`config.mk`:
```
export PLATFORM = sky130hd
export DESIGN_NAME = gate_sweep_controller_flat
export DESIGN_NICKNAME = d
export VERILOG_FILES = /design/src/rtl/gate_sweep_controller_if.sv /design/src/rtl/gate_sweep_controller.sv /design/src/flat_wrapper.sv
export SDC_FILE = /design/constraint.sdc
export NUM_CORES = 1
export LEC_CHECK = 0
export CAP_MARGIN = 25
export CORE_UTILIZATION = 40
export CTS_CLUSTER_SIZE = 8
export DETAILED_ROUTE_END_ITERATION = 10
export MAX_ROUTING_LAYER = met4
export SKIP_LAST_GASP = 1
export SLEW_MARGIN = 30
export SYNTH_ARGS = -nofsm -noshare
export SYNTH_HDL_FRONTEND = slang
export SYNTH_SLANG_ARGS = --single-unit
```
`constraint.sdc`:
```
create_clock -name clk -period 4.3 [get_ports clk]
set_input_delay 1.29 -clock clk [delete_from_list [all_inputs] [get_ports clk]]
set_output_delay 1.29 -clock clk [all_outputs]
set_load 0.05 [all_outputs]
```
`src/rtl/gate_sweep_controller_if.sv`:
```
// Control/status bundle between a sweep harness and gate_sweep_controller.
//   start, abort       harness -> controller: begin / cancel a sweep
//   busy               controller is sequencing vectors
//   vec_idx            vector currently applied, {in0,in1}
//   result, fail_mask  captured gate output / mismatch per vector index
//   done, pass         one-cycle completion pulse / last sweep matched
interface gate_sweep_controller_if;
  logic       start;
  logic       abort;
  logic       busy;
  logic [1:0] vec_idx;
  logic [3:0] result;
  logic [3:0] fail_mask;
  logic       done;
  logic       pass;

  modport master (output start, abort,
                  input  busy, vec_idx, result, fail_mask, done, pass);
  modport slave  (input  start, abort,
                  output busy, vec_idx, result, fail_mask, done, pass);
endinterface

```
`src/rtl/gate_sweep_controller.sv`:
```
// Walks a 2-input gate through {in0,in1} = 00,01,10,11. Each vector is held
// SETTLE_CYCLES cycles, then the gate output is sampled for one cycle and
// compared against EXPECT[{in0,in1}].
//   clk, rst_n  clock, asynchronous active-low reset
//   ctl         control/status bundle (slave side)
//   dut_out     output of the gate under test
//   in0, in1    registered gate inputs; always equal vec_idx while busy
module gate_sweep_controller #(
  parameter int unsigned SETTLE_CYCLES = 4,       // 1..255
  parameter logic [3:0]  EXPECT        = 4'b0000  // bit index = {in0,in1}
) (
  input  logic                    clk,
  input  logic                    rst_n,
  gate_sweep_controller_if.slave  ctl,
  input  logic                    dut_out,
  output logic                    in0,
  output logic                    in1
);

  typedef enum logic [1:0] {IDLE, SETTLE, SAMPLE, DONE} state_t;

  localparam logic [7:0] CNT_LOAD = 8'(SETTLE_CYCLES - 1);

  state_t     state;
  logic [7:0] cnt;
  logic [1:0] vec_q;
  logic [3:0] result_q;
  logic [3:0] fail_q;
  logic       busy_q;
  logic       done_q;
  logic       pass_q;
  logic [1:0] vec_nxt;

  assign vec_nxt = vec_q + 2'd1;

  assign ctl.busy      = busy_q;
  assign ctl.vec_idx   = vec_q;
  assign ctl.result    = result_q;
  assign ctl.fail_mask = fail_q;
  assign ctl.done      = done_q;
  assign ctl.pass      = pass_q;

  always_ff @(posedge clk or negedge rst_n) begin
    if (!rst_n) begin
      state    <= IDLE;
      cnt      <= '0;
      vec_q    <= '0;
      in0      <= 1'b0;
      in1      <= 1'b0;
      result_q <= '0;
      fail_q   <= '0;
      busy_q   <= 1'b0;
      done_q   <= 1'b0;
      pass_q   <= 1'b0;
    end else begin
      done_q <= 1'b0;
      if (ctl.abort && state != IDLE) begin
        // Partial result/fail_mask are left visible for debug.
        state  <= IDLE;
        vec_q  <= '0;
        in0    <= 1'b0;
        in1    <= 1'b0;
        busy_q <= 1'b0;
        pass_q <= 1'b0;
      end else begin
        unique case (state)
          IDLE: begin
            if (ctl.start && !ctl.abort) begin
              state    <= SETTLE;
              cnt      <= CNT_LOAD;
              vec_q    <= '0;
              in0      <= 1'b0;
              in1      <= 1'b0;
              result_q <= '0;
              fail_q   <= '0;
              pass_q   <= 1'b0;
              busy_q   <= 1'b1;
            end
          end
          SETTLE: begin
            if (cnt == 8'd0) state <= SAMPLE;
            else             cnt   <= cnt - 8'd1;
          end
          SAMPLE: begin
            result_q[vec_q] <= dut_out;
            fail_q[vec_q]   <= dut_out ^ EXPECT[vec_q];
            if (vec_q == 2'd3) begin
              state  <= DONE;
              done_q <= 1'b1;
            end else begin
              // Gate inputs move only after the sample has been taken.
              vec_q      <= vec_nxt;
              {in0, in1} <= vec_nxt;
              cnt        <= CNT_LOAD;
              state      <= SETTLE;
            end
          end
          DONE: begin
            // fail_mask already holds the last vector's compare here.
            pass_q <= (fail_q == 4'd0);
            busy_q <= 1'b0;
            state  <= IDLE;
          end
          default: state <= IDLE;
        endcase
      end
    end
  end

endmodule

```
`src/flat_wrapper.sv`:
```
// flat-port wrapper written by rule: the top's interface ports become plain ports
module gate_sweep_controller_flat 
#(
  parameter int unsigned SETTLE_CYCLES = 4,                
  parameter logic [3:0]  EXPECT        = 4'b0000                          
)
  (clk, rst_n, dut_out, in0, in1, ctl_start, ctl_abort, ctl_busy, ctl_vec_idx, ctl_result, ctl_fail_mask, ctl_done, ctl_pass);
  gate_sweep_controller_if ctl_i ();
  input  logic clk;
  input  logic rst_n;
  input  logic dut_out;
  output logic in0;
  output logic in1;
  input wire logic [$bits(ctl_i.start)-1:0] ctl_start;
  input wire logic [$bits(ctl_i.abort)-1:0] ctl_abort;
  output wire logic [$bits(ctl_i.busy)-1:0] ctl_busy;
  output wire logic [$bits(ctl_i.vec_idx)-1:0] ctl_vec_idx;
  output wire logic [$bits(ctl_i.result)-1:0] ctl_result;
  output wire logic [$bits(ctl_i.fail_mask)-1:0] ctl_fail_mask;
  output wire logic [$bits(ctl_i.done)-1:0] ctl_done;
  output wire logic [$bits(ctl_i.pass)-1:0] ctl_pass;
  assign ctl_i.start = ctl_start;
  assign ctl_i.abort = ctl_abort;
  assign ctl_busy = ctl_i.busy;
  assign ctl_vec_idx = ctl_i.vec_idx;
  assign ctl_result = ctl_i.result;
  assign ctl_fail_mask = ctl_i.fail_mask;
  assign ctl_done = ctl_i.done;
  assign ctl_pass = ctl_i.pass;
  gate_sweep_controller #(.SETTLE_CYCLES(SETTLE_CYCLES), .EXPECT(EXPECT)) u_core (.clk(clk), .rst_n(rst_n), .ctl(ctl_i), .dut_out(dut_out), .in0(in0), .in1(in1));
endmodule
```
==> key figures, run 1 <==
Die
  – Die X: 58.3 um
  – Die Height: 58.3 um
  – CORE AREA: 3030 um2
  – Initial Util: 0.419
  – FP Rows: 20
  – IO Pins: 20
  – Die footprint: 3400 um2

Clocking
  – Post-cts hold buffer count: 0
  – Clk sinks: 19
  – Post-CTS setup buffer count: 0
  – Clock transition at path regs: 100 ps
  – Skew-Pair Late Insertion Delay: 300 ps
  – Post-cts sizing count: 0
  – CTS root buf: clkbuf_4
  – H-tree levels: 1
  – CTS Buf Count: 3
  – CTS tree: done
  – Clock buffer depth: 2

Global routing
  – M3 GR Usage: 0.0264
  – GRT busiest layer: met2
  – Pin count of the biggest net entering global routing: 20
  – Initial antenna violation count: 0
  – GRT Residual Overflow: 0
  – GR Util met2: 0.276
  – First-pass GRT wire length: 4.35 mm
  – Vias in the first global route: 938
  – Met1 GRT Util: 0.224
  – GRT Util Overall: 0.171

Logic synthesis
  – Synthesized area per cell: 9.39 um2
  – Mapped cell area: 1270 um2
  – Warnings, synthesis: 0
  – Synth Register Bits: 19
  – Yosys cell types: 40
  – Mapped Cells: 135
  – Asr flop ratio synth: 1.00
  – Post-synth EDFFs: 0
  – Ys flop type: dfrtp_1
  – Synth Net Count: 151
  – Register area share after synthesis: 0.375

Route
  – Drt drc: 0
  – Initial DRC count: 11
  – 1st-pass router iterations: 4
  – WL/cell: 13.4 um
  – Routed WL: 2.55 mm
  – Routed via count: 988
  – Vias/cell: 5.20
  – Post-DRT Antenna Nets: 0

Final layout
  – Area added between synthesis and finish: 15.4%
  – Final instance area: 1460 um2
  – NumNets Final: 163
  – Ant diodes: 0
  – Share of cells above drive strength 1: 0.0548
  – Fillers: 313
  – Register area: 475 um2
  – Area of the multi-input gates: 676 um2
  – Finished Layout Cells: 190

Worst setup path
  – Worst EP required: 3010 ps
  – Top Family by Delay on Critical Path: buffers and inverters
  – Flop2flop setup slack: 2140 ps
  – CP startpoint kind: flop
  – Crit-path slowest cell: clkdlybuf4s50_1
  – Worst R2R Path Depth: 6
  – Worst reg2reg startpoint: u_core.state[0]
  – Crit Path Max Fanout: 5
  – CP endpoint: ctl_vec_idx[1]
  – Crit. Startpoint: u_core.ctl.vec_idx[1]
  – CP Capture Type: primary output
  – Worst R2R End: u_core.cnt[5]
  – Crit path cell chain: clkdlybuf4s50_1
  – Setup CP Type: reg2out
  – Levels on crit path: 1
  – Worst EP arrival: 1560 ps
  – Worst path max stage delay: 830 ps
  – CP Buf/Inv Count: 1

STA
  – Hold Vio Cnt, Final: 0
  – Max frequency: 351 MHz
  – Final WS setup: 1450 ps
  – RSZ-0062 raised after global routing: false
  – Skew final: 7.42 ps
  – Crit path time final: 2850 ps
  – Final TNS setup: 0 ps
  – Least-Margin Pin Slew: 508 ps
  – Endpoints failing setup: 0
  – Slew HR: 0.660
  – Tcrit/Tclk final: 0.662
  – Max-slew violations: 0

Placement
  – Dpl cells: 186
  – DP Area: 1440 um2
  – Detailed Place HPWL: 1.90 mm
  – Dpl ws: 1300 ps
  – Routability Congestion: 0.767
  – # port buffers: 19

Pwr
  – Pwr Total: 0.766 mW
  – Switching Share: 0.463
  – Seq pwr share: 0.346
  – Max VDD drop: 317 uV
  – Net Switching: 0.354 mW
  – Comb power frac: 0.536
  – Clock share of power: 0.119
  – Pwr Density: 524 nW/um2
  – LEAKAGE: 0.641 nW
  – Pint: 0.412 mW

Status
  – Outcome: complete, no violations

Job
  – Max Cap Viol: 0

Worst hold path
  – Hold crit path type: reg2reg
power by group through the flow:
stage,Combinational [mW],Clock [mW],Sequential [mW]
floorplan,0.269,0,0.315
global placement,0.410,0,0.267
detailed placement,0.413,0,0.267
CTS,0.415,0.0961,0.264
global route,0.449,0.105,0.271
finish,0.410,0.0909,0.265
kinds of logic after synthesis:
group / count (synthesis) / share of synthesized area
flops: 19 / 0.375
simple gates: 36 / 0.154
fa+ha+maj: 11 / 0.109
compound gates: 41 / 0.237
buf+inv: 24 / 0.0918
mux: 4 / 0.0336
cell usage in the layout, fill, tap and decap left out, drive strengths merged, types with 2 or more instances in the layout:
cell type,instances
mux2,2
o21ai,9
o31ai,7
nand3,4
dfrtp,19
a21oi,6
nor3,3
ha,11
or3b,2
inv,12
a22o,5
o22ai,4
nor4,2
mux2i,2
nand2b,2
nor2b,3
nor2,5
clkdlybuf4s50,18
nand2,8
clkbuf,4
synthesized netlist by cell type (2+ instances only):
master / n / area (um2)
o22ai_1: 4 / 25.0
clkbuf_1: 3 / 11.3
nand3_1: 4 / 20.0
inv_1: 12 / 45.0
o21ai_0: 9 / 45.0
nor3_1: 3 / 15.0
nand2b_1: 2 / 12.5
nor4_1: 2 / 12.5
nor2b_1: 3 / 18.8
mux2_2: 2 / 22.5
nand2_1: 8 / 30.0
mux2i_1: 2 / 20.0
buf_2: 2 / 10.0
ha_1: 11 / 138
buf_4: 6 / 45.0
o31ai_1: 7 / 52.6
a21oi_1: 6 / 30.0
a22o_1: 5 / 43.8
dfrtp_1: 19 / 475
nor2_1: 5 / 18.8
sequential cells by signal, summed over array words and instances, names as in the netlist:
| register | flops |
|---|---|
| u_core.cnt | 8 |
| u_core.ctl.fail_mask | 4 |
| u_core.state | 2 |
| u_core.ctl.busy | 1 |
| u_core.ctl.done | 1 |
| u_core.ctl.pass | 1 |
| u_core.ctl.vec_idx | 1 |
| u_core.in1 | 1 |
worst reg2reg max path: stages (launching register included):
cell,delay [ps]
dfrtp_1,460
inv_1,110
ha_1,340
a21oi_1,260
nand4_1,270
or3_1,440
o31ai_1,200
final cells by class:
type / instances / area share
multi-input combinational: 92 / 0.462
sequential: 19 / 0.325
inverter: 12 / 0.0308
tap: 44 / 0.0376
clock buffer: 4 / 0.0180
timing repair buffer: 19 / 0.127
metrics by stage:
stage	hold WS, ps	util
final	528	0.483
after global routing	558	0.483
after CTS	533	0.485
after detailed placement	503	0.476
after global placement	498	0.476
after floorplan	482	-
per-layer routing:
metal | up-vias | share of wire
met3 | 2 | 0.023
met5 | - | 0
met1 | 476 | 0.51
met4 | 0 | 0.0071
met2 | 9 | 0.46
li1 | 501 | -
worst min path at each step:
stage / startpoint / to / slack [ps] / cells after the start
final: u_core.ctl.pass / u_core.ctl.pass / 530 / 1
after global routing: u_core.cnt[5] / u_core.cnt[5] / 560 / 1
after CTS: u_core.ctl.pass / u_core.ctl.pass / 530 / 1
after detailed placement: u_core.ctl.pass / u_core.ctl.pass / 500 / 1
after global placement: u_core.ctl.pass / u_core.ctl.pass / 500 / 1
after floorplan: u_core.cnt[5] / u_core.cnt[5] / 480 / 1
Note: power is estimated with default switching activity, not from simulation.
==> run 2, diff against run 1 <==
==> constraint.sdc (replaced) <==
create_clock -name clk -period 2.58 [get_ports clk]
set_input_delay 0.774 -clock clk [delete_from_list [all_inputs] [get_ports clk]]
set_output_delay 0.774 -clock clk [all_outputs]
set_load 0.05 [all_outputs]
==> run 2 against run 1 <==
  * Design area is 1.4% higher
  * Non-clock buffer count is 2 higher
  * Sequential share of layout area is 0.44 points lower
  * Clock power is 64% higher
  * Cell count is 1.1% higher
  * Clock-buffer cell count stayed put
  * Power is 68% higher
  * Largest power group unchanged
  * Highest routed layer unchanged
==> key figures, run 2 (synthesis results as in run 1) <==
Status
  – Outcome: complete, no violations

STA
  – Max-slew violations: 0
  – Skew final: 12.2 ps
  – Crit path time final: 2320 ps
  – RSZ-0062 raised after global routing: false
  – Slew HR: 0.666
  – Tcrit/Tclk final: 0.900
  – Max frequency: 431 MHz
  – Endpoints failing setup: 0
  – Hold Vio Cnt, Final: 0
  – Final TNS setup: 0 ps
  – Least-Margin Pin Slew: 500 ps

Worst setup path
  – Crit-path slowest cell: clkdlybuf4s50_1
  – CP Capture Type: primary output
  – Flop2flop setup slack: 600 ps
  – CP Buf/Inv Count: 1
  – Crit Path Max Fanout: 5
  – CP startpoint kind: flop
  – Levels on crit path: 1
  – Crit path cell chain: clkdlybuf4s50_1
  – Setup CP Type: reg2out
  – Top Family by Delay on Critical Path: buffers and inverters
  – Worst EP required: 1810 ps
  – Worst R2R Path Depth: 6
  – Worst EP arrival: 1550 ps
  – Worst path max stage delay: 830 ps

Pwr
  – Switching Share: 0.461
  – Pwr Density: 866 nW/um2
  – LEAKAGE: 0.650 nW
  – Comb power frac: 0.541
  – Clock share of power: 0.116
  – Max VDD drop: 450 uV
  – Pwr Total: 1.28 mW
  – Pint: 0.692 mW
  – Net Switching: 0.592 mW
  – Seq pwr share: 0.343

Route
  – 1st-pass router iterations: 4
  – Routed via count: 1011
  – Initial DRC count: 21
  – Routed WL: 2.57 mm
  – WL/cell: 13.4 um
  – Vias/cell: 5.27
  – Drt drc: 0
  – Post-DRT Antenna Nets: 0

Placement
  – DP Area: 1460 um2
  – Detailed Place HPWL: 1.93 mm
  – Routability Congestion: 0.750
  – # port buffers: 19
  – Dpl cells: 188

Clocking
  – Post-CTS setup buffer count: 0
  – Post-cts sizing count: 0
  – CTS tree: done
  – Clock transition at path regs: 100 ps
  – Skew-Pair Late Insertion Delay: 300 ps
  – Post-cts hold buffer count: 0
  – CTS root buf: clkbuf_4
  – Clock buffer depth: 2
  – Clk sinks: 19
  – H-tree levels: 1
  – CTS Buf Count: 3

Final layout
  – Register with the most flip-flops: u_core.cnt
  – Area added between synthesis and finish: 17.0%
  – Most frequent cells in the layout: clkdlybuf4s50_1 (19), dfrtp_1 (19), inv_1 (12), ha_1 (11), o21ai_0 (9)
  – Largest register FFs: 8
  – Final instance area: 1480 um2
  – Share of cells above drive strength 1: 0.0608
  – Ant diodes: 0
  – NumNets Final: 165
  – Finished Layout Cells: 192
  – Final core occ: 0.490

Die
  – Die Height: 58.3 um
  – Initial Util: 0.419
  – Die footprint: 3400 um2
  – Die X: 58.3 um
  – CORE AREA: 3030 um2
  – IO Pins: 20
  – FP Rows: 20

Global routing
  – First-pass GRT wire length: 4.38 mm
  – Initial antenna violation count: 0
  – GRT Residual Overflow: 0
  – Vias in the first global route: 964
  – Pin count of the biggest net entering global routing: 20
  – GRT Util Overall: 0.175

Worst hold path
  – Worst Hold Path Cells: 1
  – Hold crit path type: reg2reg

Job
  – Max Cap Viol: 0
-- run 2: cell count changes in the layout (fill, tap and decap cells not counted) --
| cell | change |
|---|---|
| buf_4 | +2 |
| clkdlybuf4s50_1 | +1 |
| buf_2 | -1 |
-- run 2: per-stage QoR --
step	hold WS (ps)	setup WS, ps
floorplan	478	622
global placement	497	317
detailed placement	498	276
CTS	526	237
global route	551	198
finish	524	257
-- run 2: layout make-up --
cell class | instances | area [um2]
tap | 44 | 55.1
inverter | 12 | 45.0
timing repair buffer | 21 | 205
clock buffer | 4 | 26.3
multi-input combinational | 92 | 676
fill | 296 | 1550
sequential | 19 | 475
-- run 2: worst register-to-register path: stages, from the launching register on --
cell and delay [ps]:
dfrtp_1 450, inv_1 110, ha_1 350, a21oi_1 260, nand4_1 150, or3_1 390, o31ai_1 190
-- run 2: power by group through the flow --
stage	Sequential, mW	Clock, mW	Combinational, mW
after detailed placement	0.444	0	0.697
after global routing	0.453	0.171	0.764
after global placement	0.445	0	0.690
final	0.440	0.149	0.694
after floorplan	0.525	0	0.448
after CTS	0.439	0.160	0.700
-- run 2: final timing paths --
kind	startpoint	to
worst max-delay path	u_core.ctl.vec_idx[1]	in0
worst min-delay path	u_core.ctl.pass	u_core.ctl.pass
worst max register to register	u_core.state[0]	u_core.cnt[5]
worst min register to register	u_core.ctl.pass	u_core.ctl.pass
max in group asynchronous	rst_n	u_core.ctl.vec_idx[1]
min in group asynchronous	rst_n	u_core.cnt[6]
-- run 2: routing by layer --
layer	share of wire	global-route usage
met1	0.49	0.235
met2	0.47	0.269
met3	0.031	0.0242
met4	0.0082	0.0680
met5	0	-
